## src/rtl/ps2_host_tx_if.sv

```systemverilog
// Command/handshake and PS/2 pin bundle for the host-to-device transmitter.
// The slave side is the transmitter; the master side is the logic that
// issues commands and owns the physical open-collector pins.
interface ps2_host_tx_if;
   logic [7:0] txData;
   logic       txStart;
   logic       txBusy;
   logic       txDone;
   logic       txError;
   logic       PS2_CLK_IN;
   logic       PS2_DAT_IN;
   logic       PS2_CLK_DRIVE_LOW;
   logic       PS2_DAT_DRIVE_LOW;

   modport master (
      output txData,
      output txStart,
      input  txBusy,
      input  txDone,
      input  txError,
      output PS2_CLK_IN,
      output PS2_DAT_IN,
      input  PS2_CLK_DRIVE_LOW,
      input  PS2_DAT_DRIVE_LOW
   );

   modport slave (
      input  txData,
      input  txStart,
      output txBusy,
      output txDone,
      output txError,
      input  PS2_CLK_IN,
      input  PS2_DAT_IN,
      output PS2_CLK_DRIVE_LOW,
      output PS2_DAT_DRIVE_LOW
   );
endinterface

```

## src/rtl/ps2_host_tx.sv

```systemverilog
// Host-to-device PS/2 transmitter. Performs the request-to-send sequence
// (inhibit clock, pull data low, release clock), then presents one data bit
// per device-generated falling clock edge: D0..D7, odd parity, stop. The
// device acknowledge is sampled on the 11th falling edge. Any gap between
// device events longer than TIMEOUT_CYCLES aborts the transfer with an error.
module ps2_host_tx #(
   parameter int unsigned INHIBIT_CYCLES = 5000,
   parameter int unsigned TIMEOUT_CYCLES = 750000
) (
   input  logic           clk,
   input  logic           rst,
   ps2_host_tx_if.slave   bus
);

   // One timer is shared by the inhibit phase and the event timeout, so it
   // must be wide enough for whichever count is larger.
   localparam int unsigned TIMER_MAX = (TIMEOUT_CYCLES > INHIBIT_CYCLES) ?
                                       TIMEOUT_CYCLES : INHIBIT_CYCLES;
   localparam int TW = $clog2(TIMER_MAX + 1);
   localparam logic [TW-1:0] TIMEOUT_LAST = TW'(TIMEOUT_CYCLES - 1);
   localparam logic [TW-1:0] INHIBIT_LAST = TW'(INHIBIT_CYCLES - 1);

   typedef enum logic [2:0] {
      ST_IDLE,
      ST_INHIBIT,
      ST_REQ,
      ST_SHIFT,
      ST_ACK,
      ST_WAIT_IDLE
   } state_t;

   state_t          state_reg;
   logic [7:0]      data_reg;
   logic [3:0]      edge_cnt_reg;
   logic [TW-1:0]   timer_reg;
   logic            busy_reg;
   logic            done_reg;
   logic            error_reg;
   logic            nack_reg;
   logic            clk_drv_reg;
   logic            dat_drv_reg;

   logic [1:0]      clk_sync_reg;
   logic [1:0]      dat_sync_reg;
   logic            clk_prev_reg;

   logic            clk_s;
   logic            dat_s;
   logic            fall;
   logic            parity;

   assign clk_s  = clk_sync_reg[1];
   assign dat_s  = dat_sync_reg[1];
   assign fall   = clk_prev_reg & ~clk_s;
   assign parity = ~^data_reg;

   assign bus.txBusy            = busy_reg;
   assign bus.txDone            = done_reg;
   assign bus.txError           = error_reg;
   assign bus.PS2_CLK_DRIVE_LOW = clk_drv_reg;
   assign bus.PS2_DAT_DRIVE_LOW = dat_drv_reg;

   // Two-stage synchronizers for the raw pins plus the previous synced clock
   // used for falling-edge detection; idle bus level is high.
   always_ff @(posedge clk or posedge rst) begin
      if (rst) begin
         clk_sync_reg <= 2'b11;
         dat_sync_reg <= 2'b11;
         clk_prev_reg <= 1'b1;
      end else begin
         clk_sync_reg <= {clk_sync_reg[0], bus.PS2_CLK_IN};
         dat_sync_reg <= {dat_sync_reg[0], bus.PS2_DAT_IN};
         clk_prev_reg <= clk_s;
      end
   end

   // Transfer state machine with registered pin drives and status outputs.
   always_ff @(posedge clk or posedge rst) begin
      if (rst) begin
         state_reg    <= ST_IDLE;
         data_reg     <= 8'h00;
         edge_cnt_reg <= 4'd0;
         timer_reg    <= '0;
         busy_reg     <= 1'b0;
         done_reg     <= 1'b0;
         error_reg    <= 1'b0;
         nack_reg     <= 1'b0;
         clk_drv_reg  <= 1'b0;
         dat_drv_reg  <= 1'b0;
      end else begin
         done_reg <= 1'b0;
         case (state_reg)
            ST_IDLE: begin
               clk_drv_reg <= 1'b0;
               dat_drv_reg <= 1'b0;
               // busy is still high in the txDone cycle; a request seen
               // then is dropped so the pulse cannot overlap a new frame.
               if (busy_reg) begin
                  busy_reg <= 1'b0;
               end else if (bus.txStart) begin
                  data_reg     <= bus.txData;
                  edge_cnt_reg <= 4'd0;
                  timer_reg    <= '0;
                  busy_reg     <= 1'b1;
                  error_reg    <= 1'b0;
                  nack_reg     <= 1'b0;
                  clk_drv_reg  <= 1'b1;
                  state_reg    <= ST_INHIBIT;
               end
            end

            ST_INHIBIT: begin
               if (timer_reg == INHIBIT_LAST) begin
                  timer_reg   <= '0;
                  dat_drv_reg <= 1'b1;
                  state_reg   <= ST_REQ;
               end else begin
                  timer_reg <= timer_reg + 1'b1;
               end
            end

            ST_REQ: begin
               // Releasing the clock with data held low is the start bit.
               clk_drv_reg <= 1'b0;
               timer_reg   <= '0;
               state_reg   <= ST_SHIFT;
            end

            ST_SHIFT: begin
               if (fall) begin
                  timer_reg    <= '0;
                  edge_cnt_reg <= edge_cnt_reg + 4'd1;
                  case (edge_cnt_reg)
                     4'd0, 4'd1, 4'd2, 4'd3,
                     4'd4, 4'd5, 4'd6, 4'd7: dat_drv_reg <= ~data_reg[edge_cnt_reg[2:0]];
                     4'd8:                   dat_drv_reg <= ~parity;
                     default: begin
                        dat_drv_reg <= 1'b0;
                        state_reg   <= ST_ACK;
                     end
                  endcase
               end else if (timer_reg == TIMEOUT_LAST) begin
                  clk_drv_reg <= 1'b0;
                  dat_drv_reg <= 1'b0;
                  done_reg    <= 1'b1;
                  error_reg   <= 1'b1;
                  state_reg   <= ST_IDLE;
               end else begin
                  timer_reg <= timer_reg + 1'b1;
               end
            end

            ST_ACK: begin
               if (fall) begin
                  nack_reg  <= dat_s;
                  timer_reg <= '0;
                  state_reg <= ST_WAIT_IDLE;
               end else if (timer_reg == TIMEOUT_LAST) begin
                  done_reg  <= 1'b1;
                  error_reg <= 1'b1;
                  state_reg <= ST_IDLE;
               end else begin
                  timer_reg <= timer_reg + 1'b1;
               end
            end

            ST_WAIT_IDLE: begin
               if (clk_s && dat_s) begin
                  done_reg  <= 1'b1;
                  error_reg <= nack_reg;
                  state_reg <= ST_IDLE;
               end else if (timer_reg == TIMEOUT_LAST) begin
                  done_reg  <= 1'b1;
                  error_reg <= 1'b1;
                  state_reg <= ST_IDLE;
               end else begin
                  timer_reg <= timer_reg + 1'b1;
               end
            end

            default: begin
               clk_drv_reg <= 1'b0;
               dat_drv_reg <= 1'b0;
               state_reg   <= ST_IDLE;
            end
         endcase
      end
   end

endmodule
```

## src/flat_wrapper.sv

```systemverilog
// flat-port wrapper written by rule: the top's interface ports become plain ports
module ps2_host_tx_flat 
#(
   parameter int unsigned INHIBIT_CYCLES = 5000,
   parameter int unsigned TIMEOUT_CYCLES = 750000
)
  (clk, rst, bus_txData, bus_txStart, bus_txBusy, bus_txDone, bus_txError, bus_PS2_CLK_IN, bus_PS2_DAT_IN, bus_PS2_CLK_DRIVE_LOW, bus_PS2_DAT_DRIVE_LOW);
  ps2_host_tx_if bus_i ();
  input  logic clk;
  input  logic rst;
  input wire logic [$bits(bus_i.txData)-1:0] bus_txData;
  input wire logic [$bits(bus_i.txStart)-1:0] bus_txStart;
  output wire logic [$bits(bus_i.txBusy)-1:0] bus_txBusy;
  output wire logic [$bits(bus_i.txDone)-1:0] bus_txDone;
  output wire logic [$bits(bus_i.txError)-1:0] bus_txError;
  input wire logic [$bits(bus_i.PS2_CLK_IN)-1:0] bus_PS2_CLK_IN;
  input wire logic [$bits(bus_i.PS2_DAT_IN)-1:0] bus_PS2_DAT_IN;
  output wire logic [$bits(bus_i.PS2_CLK_DRIVE_LOW)-1:0] bus_PS2_CLK_DRIVE_LOW;
  output wire logic [$bits(bus_i.PS2_DAT_DRIVE_LOW)-1:0] bus_PS2_DAT_DRIVE_LOW;
  assign bus_i.txData = bus_txData;
  assign bus_i.txStart = bus_txStart;
  assign bus_txBusy = bus_i.txBusy;
  assign bus_txDone = bus_i.txDone;
  assign bus_txError = bus_i.txError;
  assign bus_i.PS2_CLK_IN = bus_PS2_CLK_IN;
  assign bus_i.PS2_DAT_IN = bus_PS2_DAT_IN;
  assign bus_PS2_CLK_DRIVE_LOW = bus_i.PS2_CLK_DRIVE_LOW;
  assign bus_PS2_DAT_DRIVE_LOW = bus_i.PS2_DAT_DRIVE_LOW;
  ps2_host_tx #(.INHIBIT_CYCLES(INHIBIT_CYCLES), .TIMEOUT_CYCLES(TIMEOUT_CYCLES)) u_core (.clk(clk), .rst(rst), .bus(bus_i));
endmodule
```

## config.mk

```make
export PLATFORM = sky130hd
export DESIGN_NAME = ps2_host_tx_flat
export DESIGN_NICKNAME = d
export VERILOG_FILES = /design/src/rtl/ps2_host_tx_if.sv /design/src/rtl/ps2_host_tx.sv /design/src/flat_wrapper.sv
export SDC_FILE = /design/constraint.sdc
export NUM_CORES = 1
export LEC_CHECK = 0
export CAP_MARGIN = 30
export CORE_UTILIZATION = 60
export DETAILED_ROUTE_END_ITERATION = 12
export DONT_BUFFER_PORTS = 1
export PLACE_DENSITY = 0.84
export REMOVE_ABC_BUFFERS = 1
export SLEW_MARGIN = 20
export SYNTH_ARGS = -nofsm -noshare
export SYNTH_HDL_FRONTEND = slang
export SYNTH_SLANG_ARGS = --single-unit
```

## constraint.sdc

```tcl
create_clock -name clk -period 4.9 [get_ports clk]
set_input_delay 0.49 -clock clk [delete_from_list [all_inputs] [get_ports clk]]
set_output_delay 0.49 -clock clk [all_outputs]
set_load 0.02 [all_outputs]
```

==> results.sh, run 1 <==
export IMPL_status="complete, no violations"
export IMPL_clock_skew_ns=0.009284
export IMPL_dieArea_um2=4689
export IMPL_remaining_drc_errors=0
export IMPL_startpoint="u_core.state_reg[2]"
export IMPL_ys_ff_latch=46
export IMPL_final_util_pct=68.65
export IMPL_synth_top_family_by_area="simple AND/OR/NAND/NOR gates"
export IMPL_avgSynthCellArea_um2=8.867
export IMPL_clock_latency_ns=0.30
export IMPL_routedWlPerCell_um=16.62
export IMPL_grt_first_pass_wirelength_um=9466
export IMPL_wl_um=5768
export IMPL_yosys_area_share_xor_xnor_pct=4.294
export IMPL_worstPathMaxFanout=17
export IMPL_via_count=2191
export IMPL_initial_utilization_pct=64.43
export IMPL_synth_warnings=0
export IMPL_synth_fa_ha_area_share_pct=2.360
export IMPL_netlist_area_um2=2651
export IMPL_p_per_area_nw_per_um2=582.4
export IMPL_p_comb_share_pct=42.7
export IMPL_vdd_drop_max_uv=368.8
export IMPL_overflow=0
export IMPL_synthMuxAreaShare_pct=2.076
export IMPL_rr_worst_depth=6
export IMPL_synthCells=299
export IMPL_ctsRootBufferMaster="clkbuf_8"
export IMPL_power_net_switching_w=0.0006708
export IMPL_dp_hpwl_um=3997
export IMPL_synth_simple_gate_area_share_pct=24.45
export IMPL_multi_input_area_um2=1393
export IMPL_synthDistinctLibCells=51
export IMPL_tightest_slew_ns=0.8729
export IMPL_p_int_w=0.0009747
export IMPL_vias_per_cell=6.314
export IMPL_nets=314
export IMPL_drt_pass1_iter_count=5
export IMPL_synth_edf_count=0
export IMPL_seqPwrFrac_pct=36.4
export IMPL_slew_headroom_pct=41.46
export IMPL_setup_tns_ns=0
export IMPL_die_x_um=68.48
export IMPL_numCtsBuffers=5
export IMPL_post_cts_resized=0
export IMPL_end_kind="flip-flop"
export IMPL_core_area_um2=4115
export IMPL_clock_tree_buffer_depth=2
export IMPL_clk_pin_slew_ns=0.09
export IMPL_cts_setup_buffers=0
export IMPL_largest_reg_flops=20
export IMPL_port_buffers=0
export IMPL_rows=23
export IMPL_p_leak_nw=1.239
export IMPL_drt_iter0_drc=256
export IMPL_grt_max_degree=47
export IMPL_critical_path_class="flip-flop to flip-flop"
export IMPL_register_area_um2=1157
export IMPL_tritoncts="yes"
export IMPL_area_growth_pct=6.560
export IMPL_ys_flop_type="dfrtp_1"
export IMPL_layout_drive_gt1_share_pct=8.754
export IMPL_cts_max_level=2
export IMPL_antenna_found_initial=0
export IMPL_min_period_ns=2.622
export IMPL_required_ns=5.10
export IMPL_setup_viol=0
export IMPL_cts_sinks=46
export IMPL_grt_use_total_pct=27.63
export IMPL_hp_class="input port to async pin"
export IMPL_ios=18
export IMPL_die_h_um=68.48
export IMPL_fin_crit_sh_pct=53.52
export IMPL_r2r_slack_ns=2.28
export IMPL_synth_compound_area_share_pct=19.35
export IMPL_routabilityCongestion=0.9233
export IMPL_cp_start_kind="flip-flop"
export IMPL_postRouteAntennaNets=0
export IMPL_rsz0062_at_grt="false"
export IMPL_grt_pass1_vias=2018
export IMPL_p_sw_share_pct=40.77
export IMPL_timing_rr_end="u_core.timer_reg[5]"
export IMPL_clock_power_share_pct=20.9
export IMPL_max_freq_mhz=381.4
export IMPL_maxCapViolCount=0
export IMPL_num_antenna_cells=0
export IMPL_finalMaxSlewViolations=0
export IMPL_nFillCells=323
export IMPL_hold_viol=0
export IMPL_async_flop_share_pct=100.0
export IMPL_worstPathArrival_ns=2.82
export IMPL_cts_hold_buf=0
export IMPL_reg2reg_from="u_core.state_reg[2]"
export IMPL_yosysSeqAreaShare_pct=43.65
## power by group through the flow
stage / sequential [W] / clock, W / combinational (W)
after floorplan: 0.000571 / 0 / 0.000541
after global placement: 0.000598 / 0 / 0.000658
after detailed placement: 0.000605 / 0 / 0.000685
after CTS: 0.000598 / 0.000347 / 0.000691
after global routing: 0.000615 / 0.000361 / 0.000784
final: 0.000599 / 0.000343 / 0.000703
## synthesized netlist by cell type, types with 3 or more instances
library cell | instances | area, µm²
nand3_1 | 13 | 65.06
o211ai_1 | 3 | 22.52
nand4_1 | 8 | 50.05
and3_1 | 6 | 37.54
nor2_1 | 22 | 82.58
o21ai_0 | 26 | 130.1
nor3_1 | 8 | 40.04
nand2b_1 | 5 | 31.28
nand2_1 | 48 | 180.2
dfrtp_1 | 41 | 1026
a21oi_1 | 14 | 70.07
o31ai_1 | 3 | 22.52
o21a_1 | 3 | 22.52
buf_2 | 5 | 25.02
a31oi_1 | 7 | 43.79
clkbuf_1 | 5 | 18.77
xnor2_1 | 8 | 70.07
inv_1 | 8 | 30.03
dfstp_2 | 5 | 131.4
ha_1 | 5 | 62.56
nor2b_1 | 6 | 37.54
nor4_1 | 3 | 18.77
a21o_1 | 6 | 45.04
xor2_1 | 5 | 43.79
## stage by stage
step	cells	setup WS (ns)	power (W)	hold slack (ns)	instance area [µm²]
final	347	2.278	0.001646	0.08448	2825
after global routing	347	2.079	0.001760	0.1133	2825
after CTS	345	2.326	0.001635	0.1837	2790
after detailed placement	337	2.395	0.001290	0.3489	2648
after global placement	336	2.273	0.001256	0.3465	2643
after floorplan	286	2.649	0.001112	0.3452	2580
## worst max-delay path: stages (launching register included)
cell and delay [ns]:
dfrtp_1 0.67, and2b_1 0.29, o21ai_0 0.11, o21a_1 0.26
o31ai_2 0.81, a21oi_1 0.16, a31oi_1 0.21
## worst max-delay path by stage
stage / to / depth (start not counted)
after floorplan: u_core.timer_reg[2] / 6
after global placement: u_core.timer_reg[12] / 5
after detailed placement: u_core.timer_reg[5] / 6
after CTS: u_core.timer_reg[5] / 6
after global routing: u_core.timer_reg[5] / 6
final: u_core.timer_reg[5] / 6
## cells by family after synthesis
logic type / after synthesis
compound gates: 79
xor+xnor: 13
fa+ha+maj: 5
buf+inv: 21
flops: 46
mux: 3
simple gates: 132
## cells in the final DEF (no fill, tap or decap), types with 2 or more instances in the layout
master and instances:
nor2_1 22, nand2_1 48, mux4_2 2, o21ai_0 26, and2_1 2, nand3_1 13, xnor2_1 8, o211ai_1 3
nor4_1 3, o21a_1 3, o32ai_1 2, nor2b_1 6, nand2b_1 5, and3_1 6, a22o_1 2, dfstp_2 5
a32o_1 2, xor2_1 5, ha_1 5, nor3b_1 2, dfrtp_1 41, nor3_1 8, a21o_1 6, o22ai_1 2
o31ai_1 3, a31oi_1 7, bufinv_16 2, nand4_1 8, a21oi_1 14, or4b_1 2, clkbuf_8 6, inv_1 7
## final cells by class
type | instances | area share, %
repair buffers | 3 | 1.417
inverters | 8 | 1.063
well taps | 50 | 2.214
multi-input cells | 232 | 49.29
flip-flops and latches | 46 | 40.97
clock inverters | 2 | 2.126
clock buffers | 6 | 2.923
## routing by layer
metal  track usage (%)  vias to the layer above  wire length [µm]
li1                  -                     1063                 -
met1             38.39                     1032              2653
met2             43.26                       83              2679
met3             4.667                       13               352
met4             9.635                        0                83
met5                 0                        -                 0
Note: power is estimated with default switching activity, not from simulation.
==> inputs of run 2 (changes only) <==
--- a/config.mk
+++ b/config.mk
@@ -6,10 +6,10 @@
 export NUM_CORES = 1
 export LEC_CHECK = 0
 export CAP_MARGIN = 30
-export CORE_UTILIZATION = 60
+export CORE_UTILIZATION = 57
 export DETAILED_ROUTE_END_ITERATION = 12
 export DONT_BUFFER_PORTS = 1
-export PLACE_DENSITY = 0.84
+export PLACE_DENSITY = 0.83
 export REMOVE_ABC_BUFFERS = 1
 export SLEW_MARGIN = 20
 export SYNTH_ARGS = -nofsm -noshare
==> constraint.sdc (replaced) <==
create_clock -name clk -period 2.41 [get_ports clk]
set_input_delay 0.241 -clock clk [delete_from_list [all_inputs] [get_ports clk]]
set_output_delay 0.241 -clock clk [all_outputs]
set_load 0.02 [all_outputs]
==> results.sh, run 2 (synthesis gave the netlist of run 1 again) <==
export IMPL_worstPathMaxFanout=7
export IMPL_vias_per_cell=6.348
export IMPL_area_growth_pct=9.297
export IMPL_cp_start_kind="flip-flop"
export IMPL_max_freq_mhz=436.0
export IMPL_end_kind="flip-flop"
export IMPL_grt_pass1_vias=2128
export IMPL_wl_um=5885
export IMPL_place_ws_ns=0.1836
export IMPL_largest_reg_flops=20
export IMPL_placedCellCount=350
export IMPL_seqPwrFrac_pct=35.9
export IMPL_rows=24
export IMPL_grt_use_total_pct=25.61
export IMPL_stdcell_count=362
export IMPL_worstPathArrival_ns=2.50
export IMPL_core_area_um2=4414
export IMPL_rsz0062_at_grt="false"
export IMPL_p_sw_share_pct=41.57
export IMPL_hp_class="input port to flip-flop"
export IMPL_clock_latency_ns=0.31
export IMPL_cts_sinks=46
export IMPL_die_x_um=70.20
export IMPL_postRouteAntennaNets=0
export IMPL_layout_drive_gt1_share_pct=11.61
export IMPL_hold_viol=0
export IMPL_ctsRootBufferMaster="clkbuf_8"
export IMPL_setup_viol=0
export IMPL_vdd_drop_max_uv=713.0
export IMPL_numCtsBuffers=5
export IMPL_antenna_found_initial=0
export IMPL_drt_pass1_iter_count=5
export IMPL_cts_max_level=2
export IMPL_tightest_slew_ns=0.5153
export IMPL_nets=327
export IMPL_clock_skew_ns=0.01648
export IMPL_routedWlPerCell_um=16.26
export IMPL_remaining_drc_errors=0
export IMPL_die_h_um=70.20
export IMPL_clock_power_share_pct=17.2
export IMPL_p_per_area_nw_per_um2=1142
export IMPL_tritoncts="yes"
export IMPL_drt_iter0_drc=301
export IMPL_dieArea_um2=4928
export IMPL_overflow=0
export IMPL_fin_crit_sh_pct=95.18
export IMPL_maxCapViolCount=0
export IMPL_clk_pin_slew_ns=0.10
export IMPL_clock_tree_buffer_depth=2
export IMPL_power_net_switching_w=0.001376
export IMPL_mostFrequentLayoutCell="nand2_1"
export IMPL_routabilityCongestion=0.9778
export IMPL_critical_path_class="flip-flop to flip-flop"
export IMPL_initial_utilization_pct=60.06
export IMPL_p_leak_nw=1.280
export IMPL_ios=18
export IMPL_mostFrequentLayoutCells="48 x nand2_1, 41 x dfrtp_1, 26 x o21ai_0"
export IMPL_grt_first_pass_wirelength_um=9887
export IMPL_slew_headroom_pct=65.52
export IMPL_setup_tns_ns=0
export IMPL_via_count=2298
export IMPL_final_util_pct=65.65
export IMPL_num_antenna_cells=0
export IMPL_required_ns=2.62
export IMPL_port_buffers=0
export IMPL_setup_slack_ns=0.1162
export IMPL_finalMaxSlewViolations=0
export IMPL_p_int_w=0.001934
export IMPL_dp_hpwl_um=4192
export IMPL_min_period_ns=2.294
export IMPL_status="complete, no violations"
export IMPL_p_comb_share_pct=46.9
export IMPL_grt_max_degree=47
[run 2: final cells by class]
cell class / count / area [µm²]
Tap cell: 52 / 65.06
Multi-Input combinational cell: 232 / 1395
Clock buffer: 6 / 72.57
Inverter: 8 / 30.03
Sequential cell: 46 / 1157
Clock inverter: 2 / 37.54
Fill cell: 352 / 1516
Timing Repair Buffer: 16 / 140.1
[run 2: timing repair]
item                                   CTS  global route
hold buffers                             2             1
gates resized for setup                  0             1
endpoints found under the hold margin    2             9
buffers inserted                         0             0
setup endpoints to repair                0             2
[run 2: path summary, 6_finish.rpt]
| path | start | end | slack [ns] | depth (start not counted) |
|---|---|---|---|---|
| min | bus_txData[4] | u_core.data_reg[4] | 0.03 | 2 |
| max reg2reg | u_core.timer_reg[0] | u_core.timer_reg[7] | 0.12 | 7 |
| max | u_core.timer_reg[0] | u_core.timer_reg[7] | 0.12 | 7 |
| min in group asynchronous | rst | u_core.data_reg[0] | 0.34 | 2 |
| max in group asynchronous | rst | u_core.clk_prev_reg | 1.56 | 3 |
| min reg2reg | u_core.dat_sync_reg[0] | u_core.dat_sync_reg[1] | 0.36 | 0 |
[run 2: power by group through the flow]
| stage | clock (W) | sequential, W | combinational [W] |
|---|---|---|---|
| after floorplan | 0 | 0.00116 | 0.00110 |
| after global placement | 0 | 0.00118 | 0.00148 |
| after detailed placement | 0 | 0.00120 | 0.00152 |
| after CTS | 0.000580 | 0.00118 | 0.00153 |
| after global routing | 0.000616 | 0.00122 | 0.00172 |
| final | 0.000570 | 0.00119 | 0.00155 |
[run 2: layer usage]
metal  GRT usage (%)  up-vias  part of all wire, %
li1                -     1088                    -
met1           35.61     1082                   45
met2           39.10      109                   45
met3           5.483       19                  6.6
met4           10.22        0                  2.4
met5               0        -                    0
[run 2: critical path: stages, from the launching register on]
cell and delay [ns]:
dfrtp_1 0.41, ha_1 0.23, and3_1 0.31, nand2_1 0.08, or4b_1 0.67, o21ai_2 0.28, o21ai_0 0.14, o21ai_0 0.10
[run 2: through the flow]
step,hold WS (ns),total power [W],instance area (µm²)
2_1_floorplan,0.2455,0.002261,2580
3_3_place_gp,0.2455,0.002668,2735
3_5_place_dp,0.2456,0.002715,2735
4_1_cts,0.03573,0.003294,2865
5_1_grt,0.03602,0.003548,2898
6_report,0.03355,0.003310,2898
